`src/rtl/fifo_ptr_counter_if.sv`:
```
// Handshake/bus bundle for one FIFO pointer counter.
// The master drives the control strobes, and the slave (the counter) returns the pointer state.
interface fifo_ptr_counter_if #(
  parameter int ADDR_W = 3
) ();
  logic              clr;
  logic              flag;
  logic              valid;
  logic              load;
  logic [ADDR_W:0]   load_val;
  logic [ADDR_W:0]   count;
  logic [ADDR_W-1:0] addr;
  logic [ADDR_W:0]   gray;
  logic              wrap_pulse;
  logic              at_last;
  logic              sat;

  modport master (
    output clr, flag, valid, load, load_val,
    input  count, addr, gray, wrap_pulse, at_last, sat
  );

  modport slave (
    input  clr, flag, valid, load, load_val,
    output count, addr, gray, wrap_pulse, at_last, sat
  );
endinterface

```
`src/rtl/fifo_ptr_counter.sv`:
```
// FIFO pointer counter: address modulo DEPTH plus wrap bit, with wrap or saturate mode, clear, load and a wrap pulse.
// Define FIFO_PTR_GRAY_EN to get a registered Gray copy of count; otherwise gray is tied to 0.
module fifo_ptr_counter #(
  parameter int ADDR_W = 3,
  parameter int DEPTH  = 8,
  parameter int MODE   = 0
) (
  input logic               clk,
  input logic               n_rst,
  fifo_ptr_counter_if.slave bus
);

  localparam logic [ADDR_W-1:0] LAST = ADDR_W'(DEPTH - 1);

  logic [ADDR_W:0] count_q;
  logic [ADDR_W:0] count_d;
  logic            wrap_q;
  logic            wrap_d;
  logic            adv;
  logic            at_last;

  assign adv     = bus.valid & ~bus.flag;
  assign at_last = (count_q[ADDR_W-1:0] == LAST);

  // Priority is clr > load > adv > hold. The wrap bit only changes by explicit toggle or by load.
  always_comb begin
    count_d = count_q;
    wrap_d  = 1'b0;
    if (bus.clr) begin
      count_d = '0;
    end else if (bus.load) begin
      count_d[ADDR_W]     = bus.load_val[ADDR_W];
      count_d[ADDR_W-1:0] = (bus.load_val[ADDR_W-1:0] > LAST) ? LAST : bus.load_val[ADDR_W-1:0];
    end else if (adv) begin
      if (!at_last) begin
        count_d[ADDR_W-1:0] = count_q[ADDR_W-1:0] + ADDR_W'(1);
      end else if (MODE == 0) begin
        count_d = {~count_q[ADDR_W], {ADDR_W{1'b0}}};
        wrap_d  = 1'b1;
      end
    end
  end

  always_ff @(posedge clk or negedge n_rst) begin
    if (!n_rst) begin
      count_q <= '0;
      wrap_q  <= 1'b0;
    end else begin
      count_q <= count_d;
      wrap_q  <= wrap_d;
    end
  end

`ifdef FIFO_PTR_GRAY_EN
  logic [ADDR_W:0] gray_q;

  // Gray is encoded from the next-state value, so it stays cycle-aligned with count.
  always_ff @(posedge clk or negedge n_rst) begin
    if (!n_rst) begin
      gray_q <= '0;
    end else begin
      gray_q <= count_d ^ (count_d >> 1);
    end
  end

  assign bus.gray = gray_q;
`else
  assign bus.gray = '0;
`endif

  assign bus.count      = count_q;
  assign bus.addr       = count_q[ADDR_W-1:0];
  assign bus.wrap_pulse = wrap_q;
  assign bus.at_last    = at_last;
  assign bus.sat        = (MODE == 1) ? (adv & at_last) : 1'b0;

endmodule

```
`src/flat_wrapper.sv`:
```
// flat-port wrapper written by rule: the top's interface ports become plain ports
module fifo_ptr_counter_flat 
#(
  parameter int ADDR_W = 3,
  parameter int DEPTH  = 8,
  parameter int MODE   = 0
)
  (clk, n_rst, bus_clr, bus_flag, bus_valid, bus_load, bus_load_val, bus_count, bus_addr, bus_gray, bus_wrap_pulse, bus_at_last, bus_sat);
  fifo_ptr_counter_if #(.ADDR_W(ADDR_W)) bus_i ();
  input logic clk;
  input logic n_rst;
  input wire logic [$bits(bus_i.clr)-1:0] bus_clr;
  input wire logic [$bits(bus_i.flag)-1:0] bus_flag;
  input wire logic [$bits(bus_i.valid)-1:0] bus_valid;
  input wire logic [$bits(bus_i.load)-1:0] bus_load;
  input wire logic [$bits(bus_i.load_val)-1:0] bus_load_val;
  output wire logic [$bits(bus_i.count)-1:0] bus_count;
  output wire logic [$bits(bus_i.addr)-1:0] bus_addr;
  output wire logic [$bits(bus_i.gray)-1:0] bus_gray;
  output wire logic [$bits(bus_i.wrap_pulse)-1:0] bus_wrap_pulse;
  output wire logic [$bits(bus_i.at_last)-1:0] bus_at_last;
  output wire logic [$bits(bus_i.sat)-1:0] bus_sat;
  assign bus_i.clr = bus_clr;
  assign bus_i.flag = bus_flag;
  assign bus_i.valid = bus_valid;
  assign bus_i.load = bus_load;
  assign bus_i.load_val = bus_load_val;
  assign bus_count = bus_i.count;
  assign bus_addr = bus_i.addr;
  assign bus_gray = bus_i.gray;
  assign bus_wrap_pulse = bus_i.wrap_pulse;
  assign bus_at_last = bus_i.at_last;
  assign bus_sat = bus_i.sat;
  fifo_ptr_counter #(.ADDR_W(ADDR_W), .DEPTH(DEPTH), .MODE(MODE)) u_core (.clk(clk), .n_rst(n_rst), .bus(bus_i));
endmodule
```
`config.mk`:
```
export PLATFORM = sky130hd
export DESIGN_NAME = fifo_ptr_counter_flat
export DESIGN_NICKNAME = d
export VERILOG_FILES = /design/src/rtl/fifo_ptr_counter_if.sv /design/src/rtl/fifo_ptr_counter.sv /design/src/flat_wrapper.sv
export SDC_FILE = /design/constraint.sdc
export NUM_CORES = 1
export LEC_CHECK = 0
export ABC_AREA = 1
export CAP_MARGIN = 20
export CELL_PAD_IN_SITES_DETAIL_PLACEMENT = 0
export CELL_PAD_IN_SITES_GLOBAL_PLACEMENT = 1
export CORE_MARGIN = 4
export CORE_UTILIZATION = 20
export DETAILED_ROUTE_END_ITERATION = 8
export PLACE_DENSITY = 0.83
export RECOVER_POWER = 50
export SLEW_MARGIN = 20
export SYNTH_ARGS = -nofsm -noshare
export SYNTH_HDL_FRONTEND = slang
export SYNTH_SLANG_ARGS = --single-unit
```
`constraint.sdc`:
```
create_clock -name clk -period 1.1 [get_ports clk]
set_input_delay 0.22 -clock clk [delete_from_list [all_inputs] [get_ports clk]]
set_output_delay 0.22 -clock clk [all_outputs]
set_load 0.02 [all_outputs]
```
==> out/summary.txt <==
CP delay by family, top = flip-flops
GRT Resource Usage Total = 0.0897
Max Cap Viol = 0
Ys Warns = 0
routability-driven placement congestion ratio = 0.779
worst hold path class = in -> async
fin crit share = 1.24
Final Hold Viols = 0
CP required = 0.88 ns
Startpoint Class = flip-flop
Core Util, Final = 0.410
Residual DRC = 0
fill count = 180
commonest cells after routing, fill and taps aside = buf_6 (11), nor2_1 (9), nand2_1 (9)
final setup violation count = 11
Worst path slowest cell = dfrtp_2
Syn Area/Cell = 7.24 um2
ratio of cells with drive above 1 in the final layout = 0.413
vias = 435
PortBufs = 18
worst path bufs/invs = 1
Clock Skews = 0.00428 ns
die width = 51.0 um
#FFs+latches synth = 5
Die Ht = 51.0 um
final worst slack = -0.261 ns
TritonCTS Buffers = 3
largest cells by area after synthesis = dfrtp_1 (34%), buf_4 (16%), nand3_1 (11%), ha_1 (10%), nand2_1 (10%)
leakage = 0.000345 uW
CTS H-Tree Depth = 1
CTS sink count = 5
gr ovfl total = 0
DRT iter0 DRCs = 13
die footprint = 2600 um2
multi-input logic area = 243 um2
status = complete, but fails checks
WS Path Type = reg -> out
Worst setup EP type = output port
vias in the first global route = 389
fin crit period = 1.36 ns
Routed WL = 1160 um
grt met1 use = 0.0920
worst path arrival time = 1.14 ns
Slowest Stage Delay on Critical Path = 0.43 ns
most used cell, CP = ha_4
Clock Tree Buf Depth = 2
# hold bufs at CTS = 0
maximum vdd ir drop = 0.552 mV
first-pass GRT wire length = 1670 um
register area share after synthesis = 0.339
clk_lat worst skew = 0.24 ns
RSZ-0062 raised after global routing = yes
Core Rows = 15
vias per cell = 4.14
CTS tree = done
initial antenna violation count = 0
largest net degree at the start of global routing = 7
Final nets = 94
post-DR wirelength/cell = 11.0 um
Place WS = -0.435 ns
met2 Track Usage GR = 0.144
met3 Usage GRT = 0.0612
fmax = 0.735 GHz
first-pass iteration count of the detailed router = 4
Core ar. = 1750 um2
Worst-path clk slew = 0.04 ns
Seq. cell area = 128 um2
critical path peak fanout = 2
post-synthesis cell count = 51
violated checks = setup timing
GR peak layer = met2
Hold Slack = 0.281 ns
Fin Setup TNS = -1.09 ns
max-slew violations = 0
Top Ports = 24
Pwr Density = 1040 nW/um2
antenna viol nets, final = 0
area leader, netlist = dfrtp_1
Starting Density = 0.211
commonest non-fill, non-tap cell in the layout = buf_6
top-area cell type share of the netlist area = 0.339
Netlist cell types = 13
CP cell instances = ha_4 > ha_4 > buf_6
Pwr Total = 742 uW
Root Driver = clkbuf_4
area delta synth->final = 93.9%
Post-Syn Area = 369 um2
n_diodes = 0
layout make-up:
type | instances | area share
inverters | 3 | 0.0157
multi-input cells | 39 | 0.339
well taps | 25 | 0.0437
clock buffers | 4 | 0.0367
flip-flops and latches | 5 | 0.178
repair buffers | 29 | 0.386
through the flow:
step | cell area, um2 | instances
after floorplan | 419 | 55
after global placement | 616 | 96
after detailed placement | 616 | 96
after CTS | 717 | 104
after global routing | 716 | 105
final | 716 | 105
synth_stat cells:
library cell	count
nor2_1	10
nand2_1	10
o21ai_1	1
conb_1	1
inv_2	1
nor2_2	1
ha_1	3
buf_4	8
nand3_1	8
clkinv_1	1
nor3_1	1
dfrtp_1	5
inv_1	1
cell families (layout without fill, tap and decap cells):
kind of cell,Yosys count,after routing,share of synthesized area
AOI/OAI and AO/OA,1,1,0.0135
adders and majority gates,3,3,0.102
buffers and inverters,11,36,0.193
DFF,5,5,0.339
other,1,5,0.0102
and+or+nand+nor,30,30,0.342
state kept, by name, summed over array words and instances, names as in the netlist:
signal,count
u_core.bus.count,4
u_core.bus.wrap_pulse,1
power breakdown:
group          total [uW]  leakage, uW  switching, uW  internal (uW)
logic                 317     0.000267            153            164
clock network         209    0.0000150           71.7            137
registers             217    0.0000626           15.0            202
total                 742     0.000345            240            503
final timing paths:
check                      cells after the start  slack, ns                       startpoint                               to
max in group asynchronous                      1       0.60                            n_rst  u_core.bus.count[1]$_DFFE_PN0P_
max reg2reg                                    7      -0.26  u_core.bus.count[0]$_DFFE_PN0P_  u_core.bus.count[2]$_DFFE_PN0P_
max                                            3      -0.26  u_core.bus.count[0]$_DFFE_PN0P_                      bus_at_last
min in group clk                               3       0.60  u_core.bus.count[3]$_DFFE_PN0P_  u_core.bus.count[3]$_DFFE_PN0P_
min reg2reg                                    3       0.60  u_core.bus.count[3]$_DFFE_PN0P_  u_core.bus.count[3]$_DFFE_PN0P_
min                                            1       0.28                            n_rst  u_core.bus.count[2]$_DFFE_PN0P_
routing by layer:
layer  up-vias  part of all wire
met5         -                 0
met4         0             0.030
met3         4              0.14
met2        30              0.47
met1       191              0.36
li1        210                 -
timing repair:
action                     CTS  global route
setup endpoints to repair   11            14
buffers inserted             4             4
pin swaps                    1             1
gates resized for setup     54             6
Note: power is estimated with default switching activity, not from simulation.
